File: src/rtl/uart_rx.sv
// uart_rx: UART receiver. It deframes 8N1 characters (LSB first) from an
// asynchronous serial line and presents them on a valid/ready/last byte stream.
// The last flag is recovered from line idle time after a character.
// Optional feature macro UART_RX_PARITY_EN: 8E1 framing with an rx_parity_err
// pulse; bytes with bad parity are discarded.
module uart_rx #(
  parameter int CLK_FREQ  = 50000000,
  parameter int BAUD_RATE = 115200,
  parameter int IDLE_BITS = 20
) (
  input  logic       clk,
  input  logic       rst,
  input  logic       UART_RX,
  output logic [7:0] rx_data,
  output logic       rx_data_valid,
  input  logic       rx_data_ready,
  output logic       rx_data_last,
  output logic       rx_frame_err,
  output logic       rx_overrun
`ifdef UART_RX_PARITY_EN
  ,
  output logic       rx_parity_err
`endif
);

  localparam int CPB      = CLK_FREQ / BAUD_RATE;
  localparam int CNT_W    = $clog2(CPB);
  localparam int IDLE_MAX = IDLE_BITS * CPB;
  localparam int IDLE_W   = $clog2(IDLE_MAX + 1);

  localparam logic [CNT_W-1:0]  CNT_HALF = CNT_W'(CPB / 2 - 1);
  localparam logic [CNT_W-1:0]  CNT_FULL = CNT_W'(CPB - 1);
  localparam logic [IDLE_W-1:0] IDLE_SAT = IDLE_W'(IDLE_MAX);

  typedef enum logic [2:0] {
    S_IDLE,
    S_START,
    S_DATA,
`ifdef UART_RX_PARITY_EN
    S_PARITY,
`endif
    S_STOP,
    S_WAIT_HIGH
  } state_t;

  logic              sync1_q, rxs_q;
  state_t            state_q, state_d;
  logic [CNT_W-1:0]  cnt_q, cnt_d;
  logic [2:0]        bit_cnt_q, bit_cnt_d;
  logic [7:0]        shift_q, shift_d;
  logic [IDLE_W-1:0] idle_q, idle_d;
  logic [7:0]        pend_data_q, pend_data_d;
  logic              pend_valid_q, pend_valid_d;
  logic              pend_last_q, pend_last_d;
  logic [7:0]        out_data_q, out_data_d;
  logic              out_valid_q, out_valid_d;
  logic              out_last_q, out_last_d;
  logic              frame_err_q, frame_err_d;
  logic              overrun_q, overrun_d;
  logic              byte_done;
  logic              out_free, idle_sat, last_now, flush;
`ifdef UART_RX_PARITY_EN
  logic              par_q, par_d;
  logic              par_err_q, par_err_d;
`endif

  // Two-flop synchroniser for the asynchronous serial line (idle high).
  // NOTE: sequential blocks use non-blocking (<=) so every flop samples pre-edge values.
  always_ff @(posedge clk or negedge rst) begin
    if (!rst) begin
      sync1_q <= 1'b1;
      rxs_q   <= 1'b1;
    end else begin
      sync1_q <= UART_RX;
      rxs_q   <= sync1_q;
    end
  end

  // Deframing FSM: next state, bit timing and data sampling.
  // NOTE: every signal gets a default first so no path can infer a latch.
  always_comb begin
    state_d     = state_q;
    cnt_d       = cnt_q;
    bit_cnt_d   = bit_cnt_q;
    shift_d     = shift_q;
    byte_done   = 1'b0;
    frame_err_d = 1'b0;
`ifdef UART_RX_PARITY_EN
    par_d       = par_q;
    par_err_d   = 1'b0;
`endif
    unique case (state_q)
      S_IDLE: begin
        if (!rxs_q) begin
          state_d   = S_START;
          cnt_d     = '0;
          bit_cnt_d = '0;
        end
      end
      S_START: begin
        if (cnt_q == CNT_HALF) begin
          cnt_d   = '0;
          // A start bit that is high again at mid-bit was only a glitch.
          state_d = rxs_q ? S_IDLE : S_DATA;
        end else begin
          cnt_d = cnt_q + CNT_W'(1);
        end
      end
      S_DATA: begin
        if (cnt_q == CNT_FULL) begin
          cnt_d     = '0;
          shift_d   = {rxs_q, shift_q[7:1]};
          bit_cnt_d = bit_cnt_q + 3'd1;
          if (bit_cnt_q == 3'd7) begin
`ifdef UART_RX_PARITY_EN
            state_d = S_PARITY;
`else
            state_d = S_STOP;
`endif
          end
        end else begin
          cnt_d = cnt_q + CNT_W'(1);
        end
      end
`ifdef UART_RX_PARITY_EN
      S_PARITY: begin
        if (cnt_q == CNT_FULL) begin
          cnt_d   = '0;
          par_d   = rxs_q;
          state_d = S_STOP;
        end else begin
          cnt_d = cnt_q + CNT_W'(1);
        end
      end
`endif
      S_STOP: begin
        if (cnt_q == CNT_FULL) begin
          cnt_d = '0;
`ifdef UART_RX_PARITY_EN
          // Even parity: data plus parity bit must hold an even number of ones.
          par_err_d = ^{shift_q, par_q};
`endif
          if (rxs_q) begin
`ifdef UART_RX_PARITY_EN
            byte_done = ~par_err_d;
`else
            byte_done = 1'b1;
`endif
            state_d = S_IDLE;
          end else begin
            // A low stop bit may be a break; wait for the line to return high.
            frame_err_d = 1'b1;
            state_d     = S_WAIT_HIGH;
          end
        end else begin
          cnt_d = cnt_q + CNT_W'(1);
        end
      end
      S_WAIT_HIGH: begin
        if (rxs_q) state_d = S_IDLE;
      end
      default: state_d = S_IDLE;
    endcase
  end

  // Idle timer, two-stage byte buffer (pend -> out) and packet-end recovery.
  always_comb begin
    idle_d       = idle_q;
    pend_data_d  = pend_data_q;
    pend_valid_d = pend_valid_q;
    pend_last_d  = pend_last_q;
    out_data_d   = out_data_q;
    out_valid_d  = out_valid_q;
    out_last_d   = out_last_q;
    overrun_d    = 1'b0;

    if (byte_done || !(state_q inside {S_IDLE, S_WAIT_HIGH})) begin
      idle_d = '0;
    end else if (idle_q != IDLE_SAT) begin
      idle_d = idle_q + IDLE_W'(1);
    end

    out_free = !out_valid_q || rx_data_ready;
    idle_sat = (idle_q == IDLE_SAT);
    // Flush in the very cycle saturation is seen, or later once out frees up.
    last_now = pend_last_q || (pend_valid_q && idle_sat);
    flush    = pend_valid_q && last_now && out_free;

    if (out_valid_q && rx_data_ready) out_valid_d = 1'b0;

    if (flush) begin
      out_data_d   = pend_data_q;
      out_last_d   = 1'b1;
      out_valid_d  = 1'b1;
      pend_valid_d = 1'b0;
      pend_last_d  = 1'b0;
    end else if (pend_valid_q && idle_sat) begin
      pend_last_d = 1'b1;
    end

    if (byte_done) begin
      if (!pend_valid_q || flush) begin
        pend_data_d  = shift_q;
        pend_valid_d = 1'b1;
        pend_last_d  = 1'b0;
      end else if (out_free) begin
        out_data_d   = pend_data_q;
        out_last_d   = pend_last_q;
        out_valid_d  = 1'b1;
        pend_data_d  = shift_q;
        pend_last_d  = 1'b0;
      end else begin
        overrun_d = 1'b1;
      end
    end
  end

  // State, counters, datapath and output registers.
  // NOTE: datapath registers are reset too, so a mid-character reset leaves no stale byte behind.
  always_ff @(posedge clk or negedge rst) begin
    if (!rst) begin
      state_q      <= S_IDLE;
      cnt_q        <= '0;
      bit_cnt_q    <= '0;
      shift_q      <= '0;
      idle_q       <= '0;
      pend_data_q  <= '0;
      pend_valid_q <= 1'b0;
      pend_last_q  <= 1'b0;
      out_data_q   <= '0;
      out_valid_q  <= 1'b0;
      out_last_q   <= 1'b0;
      frame_err_q  <= 1'b0;
      overrun_q    <= 1'b0;
`ifdef UART_RX_PARITY_EN
      par_q        <= 1'b0;
      par_err_q    <= 1'b0;
`endif
    end else begin
      state_q      <= state_d;
      cnt_q        <= cnt_d;
      bit_cnt_q    <= bit_cnt_d;
      shift_q      <= shift_d;
      idle_q       <= idle_d;
      pend_data_q  <= pend_data_d;
      pend_valid_q <= pend_valid_d;
      pend_last_q  <= pend_last_d;
      out_data_q   <= out_data_d;
      out_valid_q  <= out_valid_d;
      out_last_q   <= out_last_d;
      frame_err_q  <= frame_err_d;
      overrun_q    <= overrun_d;
`ifdef UART_RX_PARITY_EN
      par_q        <= par_d;
      par_err_q    <= par_err_d;
`endif
    end
  end

  assign rx_data       = out_data_q;
  assign rx_data_valid = out_valid_q;
  assign rx_data_last  = out_last_q;
  assign rx_frame_err  = frame_err_q;
  assign rx_overrun    = overrun_q;
`ifdef UART_RX_PARITY_EN
  assign rx_parity_err = par_err_q;
`endif

endmodule

File: config.mk
export PLATFORM = sky130hd
export DESIGN_NAME = uart_rx
export DESIGN_NICKNAME = d
export VERILOG_FILES = /design/src/rtl/uart_rx.sv
export SDC_FILE = /design/constraint.sdc
export NUM_CORES = 1
export LEC_CHECK = 0
export BUFFER_PORTS_ARGS = -buffer_cell sky130_fd_sc_hd__buf_2
export CORE_ASPECT_RATIO = 1.5
export CORE_MARGIN = 5
export CORE_UTILIZATION = 61
export DETAILED_ROUTE_END_ITERATION = 16
export PLACE_DENSITY = 0.78
export RECOVER_POWER = 25
export SETUP_SLACK_MARGIN = 0.2
export SLEW_MARGIN = 20
export SYNTH_ARGS = -nofsm -noshare
export SYNTH_HDL_FRONTEND = slang
export SYNTH_SLANG_ARGS = --single-unit
File: constraint.sdc
create_clock -name clk -period 4.6 [get_ports clk]
set_input_delay 0.92 -clock clk [delete_from_list [all_inputs] [get_ports clk]]
set_output_delay 0.92 -clock clk [all_outputs]
set_load 0.05 [all_outputs]
==> impl_metrics.yaml, run 1 <==
setup_path:
  crit_fanout: 8
  cp-start-kind: "register"
  cp_data_required_time_ns: 4.82
  end_kind: "register"
  ff2ff_setup_slack_ns: 2.32
  crit_type: "register to register"
  worstPathArrival_ns: 2.50
pwr:
  p_per_area_mw_per_mm2: 335
  p_leak_nw: 1.51
  irDropWorstVdd_v: 0.000219
flow_run:
  maxCapViolCount: 0
route:
  vias: 2001
  drt_pre_antenna_iters: 4
  wl_per_cell_microns: 15.1
  ant_nets: 0
  drt-initial-drc-count: 153
  drc_errors: 0
  viasPerCell: 5.77
  routed_wl_microns: 5230
logic_synthesis:
  synth.most_common_cell: "dfrtp_1"
  syn_avg_cell_area_sq_um: 11.1
  synth_area_leaders: "dfrtp_1 51%, mux2_2 6.2%, mux2_4 4.1%"
  synth_top_area_share_pct: 50.8
  synth-seq-cells: 61
  synthDistinctLibCells: 49
  yosysSeqAreaShare_pct: 52.6
  syn_nets: 272
  syn_inst: 261
  ys.flop_type: "dfrtp_1"
  ys_warn_count: 0
  synth_top_area_cell: "dfrtp_1"
  synthArstFlopShare_pct: 100
  synth-edff-count: 0
  synth_area_sq_mm: 0.00291
  yosys-top-cells-count: "59 x dfrtp_1, 28 x nand2_1, 17 x nor2_1"
timing:
  slew_headroom_pct: 51.0
  finalClockSkew_ns: 0.00552
  setup_tns_ns: 0
  hold_violations: 0
  slew_viol_final: 0
  worst_slew_pin_slew_ns: 0.735
  timing.final.crit_share_pct: 49.5
  grt_setup_unrepaired: "false"
  fin_crit_ns: 2.28
  setup_viol: 0
  max_freq_ghz: 0.439
run_status:
  outcome: "completed"
clocking:
  cts_inserted_buffers: 9
  post-cts-setup-buffers: 0
  cts_resized: 0
  path_clk_slew_ns: 0.07
  cts-root-buf: "clkbuf_8"
  clock_latency_ns: 0.33
  cts_tree: "done"
  htreeDepth: 3
  clk_path_buf_depth: 2
  ctsHoldBuffers: 0
  cts.sinks: 61
die:
  fp-row-count: 30
  die_h_microns: 94.5
  dieArea_sq_mm: 0.00627
  pin_count: 16
  start_util_pct: 63.5
  fp.dieW_microns: 66.4
  fp.coreArea_sq_mm: 0.00458
global_routing:
  gr-total-overflow: 0
  grt_pass1_wl_microns: 9270
  grt_max_degree: 62
  antenna_found_initial: 0
  track_usage_pct: 19.3
  grt_pass1_vias: 2072
final_layout:
  postLayoutCellArea_sq_mm: 0.00326
  drive_gt1_share_pct: 23.3
  nNetsFinal: 290
  finalNonFillerCells: 347
  antenna-diode-count: 0
  syn_to_final_growth_pct: 12.1
  final_core_util_pct: 71.1
place:
  dpl_cell_area_sq_mm: 0.00303
  place_congestion: 0.792
  dp.cells: 332
  io_buffers: 15
  hpwl_microns: 3560
min_path:
  hp-class: "register to register"
## area by class of cell
class,instances,area (sq um)
well taps,64,80.1
clock inverters,3,67.6
multi-input cells,182,1300
inverters,9,33.8
repair buffers,16,82.6
fillers,348,1320
clock buffers,12,165
flip-flops and latches,61,1530
## routing by layer
layer / track usage [%] / up-vias / wire length, microns
met2: 33.1 / 41 / 2740
met4: 8.81 / 0 / 144
met1: 22.4 / 984 / 2170
met3: 4.64 / 12 / 176
li1: - / 964 / -
met5: 0 / - / 0
## logic make-up (layout without fill, tap and decap cells)
group                      Yosys count  after routing  share of synthesized area (%)
and+or+nand+nor                     99             99                           18.8
muxes                               26             26                           11.0
adders and majority gates            7              7                           3.01
xor gates and xnor gates            11             11                           3.31
DFF                                 61             61                           52.6
AOI/OAI and AO/OA                   39             39                           8.61
buffers and inverters               18             40                           2.67
## layout by cell type, fill, tap and decap left out, drive strengths merged, types with 2 or more instances in the layout
| master | count |
|---|---|
| dfrtp | 59 |
| nand2 | 28 |
| mux2 | 24 |
| nor2 | 17 |
| buf | 16 |
| clkbuf | 12 |
| a21oi | 11 |
| o21ai | 10 |
| inv | 9 |
| nand3 | 9 |
| nand4 | 8 |
| xnor2 | 8 |
| nor3 | 7 |
| ha | 7 |
| o22ai | 5 |
| nor4 | 5 |
| nor2b | 4 |
| and4b | 3 |
| o31a | 3 |
| xor2 | 3 |
| or4 | 3 |
| or3 | 2 |
| nand2b | 2 |
| o31ai | 2 |
| or3b | 2 |
| o21a | 2 |
| mux2i | 2 |
| bufinv | 2 |
| dfstp | 2 |
| and4bb | 2 |
| and3 | 2 |
| a21o | 2 |
## stage by stage
stage	setup WS (ns)	hold WS [ns]	total power, mW
finish	2.32	0.356	1.09
global placement	2.39	0.348	0.562
floorplan	2.68	0.345	0.549
detailed placement	2.32	0.347	0.562
CTS	2.31	0.356	1.10
global route	2.18	0.358	1.13
## path summary, 6_finish.rpt
kind / start / to / depth (start not counted)
setup / recovery: idle_q[0]$_DFFE_PN0P_ / rx_data[6]$_DFF_PN0_ / 6
hold / removal: sync1_q$_DFF_PN1_ / rxs_q$_DFF_PN1_ / 0
setup reg to reg: idle_q[0]$_DFFE_PN0P_ / rx_data[6]$_DFF_PN0_ / 6
hold reg to reg: sync1_q$_DFF_PN1_ / rxs_q$_DFF_PN1_ / 0
max in group asynchronous: rst / bit_cnt_q[1]$_DFFE_PN0P_ / 2
min in group asynchronous: rst / idle_q[10]$_DFFE_PN0P_ / 2
## power breakdown
part	internal, mW	switching, mW
combinational	0.00160	0.00995
clock	0.346	0.194
sequential	0.538	0.00137
total	0.886	0.206
## state kept, by name, summed over array words and instances (netlist names)
signal,cells
bit_cnt_q,3
cnt_q,9
idle_q,14
pend_data_q,8
pend_last_q,1
pend_valid_q,1
rx_data,8
rx_data_last,1
rx_data_valid,1
rx_frame_err,1
rx_overrun,1
rxs_q,1
shift_q,8
state_q,3
sync1_q,1
## critical path: stages, from the launching register on
cell and delay [ns]:
dfrtp_1 0.42, inv_1 0.10, ha_1 0.15, nand4b_1 0.14
nor4_4 0.47, o31a_1 0.53, mux2_4 0.35
Power figures use the tool's default switching activity.
==> run 2, diff against run 1 <==
--- a/config.mk
+++ b/config.mk
@@ -8,9 +8,9 @@
 export BUFFER_PORTS_ARGS = -buffer_cell sky130_fd_sc_hd__buf_2
 export CORE_ASPECT_RATIO = 1.5
 export CORE_MARGIN = 5
-export CORE_UTILIZATION = 61
+export CORE_UTILIZATION = 60
 export DETAILED_ROUTE_END_ITERATION = 16
-export PLACE_DENSITY = 0.78
+export PLACE_DENSITY = 0.77
 export RECOVER_POWER = 25
 export SETUP_SLACK_MARGIN = 0.2
 export SLEW_MARGIN = 20
==> constraint.sdc (replaced) <==
create_clock -name clk -period 2.25 [get_ports clk]
set_input_delay 0.45 -clock clk [delete_from_list [all_inputs] [get_ports clk]]
set_output_delay 0.45 -clock clk [all_outputs]
set_load 0.05 [all_outputs]
==> impl_metrics.yaml, run 2 (same netlist as run 1, synthesis figures left out) <==
route:
  drc_errors: 0
  viasPerCell: 5.73
  wl_per_cell_microns: 15.5
  drt-initial-drc-count: 176
  routed_wl_microns: 5510
  ant_nets: 0
  drt_pre_antenna_iters: 5
  vias: 2041
timing:
  slew_headroom_pct: 5.08
  hold_violations: 0
  finalClockSkew_ns: 0.00713
  setup_tns_ns: 0
  slew_viol_final: 0
  timing.final.crit_share_pct: 89.3
  fin_crit_ns: 2.01
  worst_slew_pin_slew_ns: 1.42
  max_freq_ghz: 0.498
  grt_setup_unrepaired: "true"
  setup_viol: 0
final_layout:
  regMostFlops: "idle_q"
  largest_reg_flops: 14
  final_common_cell: "dfrtp_1"
  final_core_util_pct: 70.4
  drive_gt1_share_pct: 25.5
  fillers: 336
  antenna-diode-count: 0
  final_cell_mix: "59 x dfrtp_1, 28 x nand2_1, 17 x nor2_1, 16 x mux2_2, 15 x buf_2"
  reg_top3: "idle_q x14, cnt_q x9"
  syn_to_final_growth_pct: 15.5
  multi_input_area_sq_mm: 0.00133
  seq_area_sq_mm: 0.00153
  nNetsFinal: 296
die:
  fp.coreArea_sq_mm: 0.00477
  fp-row-count: 31
  fp.dieW_microns: 66.8
  start_util_pct: 60.9
  die_h_microns: 95.2
  dieArea_sq_mm: 0.00636
  pin_count: 16
clocking:
  cts_tree: "done"
  cts.sinks: 61
  cts-root-buf: "clkbuf_8"
  path_clk_slew_ns: 0.07
  cts_inserted_buffers: 9
  clock_latency_ns: 0.34
  htreeDepth: 3
  clk_path_buf_depth: 2
setup_path:
  slowest_stage: "dfrtp_1"
  crit_fanout: 7
  cp_data_required_time_ns: 2.48
  worstReg2RegEnd: "pend_data_q[3]$_DFFE_PN0P_"
  ff2ff_setup_slack_ns: 0.24
  end_kind: "register"
  crit_type: "register to register"
  path_cells: "inv_1, ha_1, and4b_1, nand3_1, a21oi_2, mux2_2"
  cp_slowest_stage_delay_ns: 0.42
  worstPathArrival_ns: 2.24
  r2r_cells: 6
  cp-start-kind: "register"
  r2r-start: "cnt_q[1]$_DFFE_PN0P_"
place:
  io_buffers: 15
  hpwl_microns: 3590
  place_congestion: 0.798
global_routing:
  grt_pass1_wl_microns: 9470
  grt_max_degree: 62
  gr-total-overflow: 0
  track_usage_pct: 20.0
  grt_pass1_vias: 2078
  antenna_found_initial: 0
run_status:
  outcome: "completed"
min_path:
  hp-class: "input port to register"
  hp-start: "UART_RX"
  hold_path_end: "sync1_q$_DFF_PN1_"
  min_path_cells: 1
pwr:
  p_per_area_mw_per_mm2: 725
  p_leak_nw: 1.56
  irDropWorstVdd_v: 0.000751
flow_run:
  maxCapViolCount: 0
## run 2: how the worst max path moves through the flow
| stage | from | endpoint | slack (ns) | cells after the start |
|---|---|---|---|---|
| 2_1_floorplan | idle_q[0]$_DFFE_PN0P_ | rx_data[0]$_DFF_PN0_ | 0.34 | 7 |
| 4_1_cts | cnt_q[1]$_DFFE_PN0P_ | rx_data[6]$_DFF_PN0_ | 0.24 | 6 |
| 3_5_place_dp | cnt_q[1]$_DFFE_PN0P_ | rx_data[6]$_DFF_PN0_ | 0.09 | 6 |
| 6_report | cnt_q[1]$_DFFE_PN0P_ | pend_data_q[3]$_DFFE_PN0P_ | 0.24 | 6 |
| 5_1_grt | cnt_q[1]$_DFFE_PN0P_ | pend_data_q[0]$_DFFE_PN0P_ | 0.10 | 6 |
| 3_3_place_gp | cnt_q[1]$_DFFE_PN0P_ | rx_data[6]$_DFF_PN0_ | 0.18 | 6 |
## run 2: layout make-up
type | count | share of cell area, %
clock buffers | 9 | 3.69
clock inverters | 7 | 4.36
inverters | 9 | 1.01
multi-input cells | 183 | 39.5
flip-flops and latches | 61 | 45.5
well taps | 66 | 2.46
repair buffers | 21 | 3.50
## run 2: worst max-delay path: cells and delay by family (launching register included)
kind / cells / cell delay (ns)
adders and majority gates: 1 / 0.13
muxes: 1 / 0.37
and+or+nand+nor: 2 / 0.58
buffers and inverters: 1 / 0.09
AOI/OAI and AO/OA: 1 / 0.31
DFF: 1 / 0.42
## run 2: report_power, final
| group | internal (mW) | total, mW | switching (mW) |
|---|---|---|---|
| clock | 0.855 | 1.31 | 0.453 |
| combinational | 0.00381 | 0.0263 | 0.0225 |
| sequential | 1.10 | 1.10 | 0.000726 |
## run 2: through the flow
step / std cells / hold slack (ns) / total power, mW / setup slack [ns] / cell area (sq um)
after floorplan: 261 / 0.154 / 1.12 / 0.336 / 2910
after global placement: 338 / 0.346 / 1.15 / 0.176 / 3070
after detailed placement: 338 / 0.347 / 1.15 / 0.0925 / 3070
after CTS: 354 / 0.113 / 2.46 / 0.244 / 3350
after global routing: 356 / 0.197 / 2.51 / 0.102 / 3360
final: 356 / 0.209 / 2.43 / 0.241 / 3360
## run 2: repair_timing
item                       4_1_cts  5_1_grt
gates resized for setup          2        1
gates cloned                     0        1
pin swaps                        0        0
buffers inserted                 0        1
setup endpoints to repair       10       16
hold buffers                     0        0
## run 2: routing by layer
layer | track usage, % | vias up | part of all wire [%]
met2 | 34.5 | 53 | 54
met5 | 0 | - | 0
met3 | 5.19 | 16 | 4.1
li1 | - | 983 | -
met1 | 21.4 | 989 | 40
met4 | 12.2 | 0 | 2.2
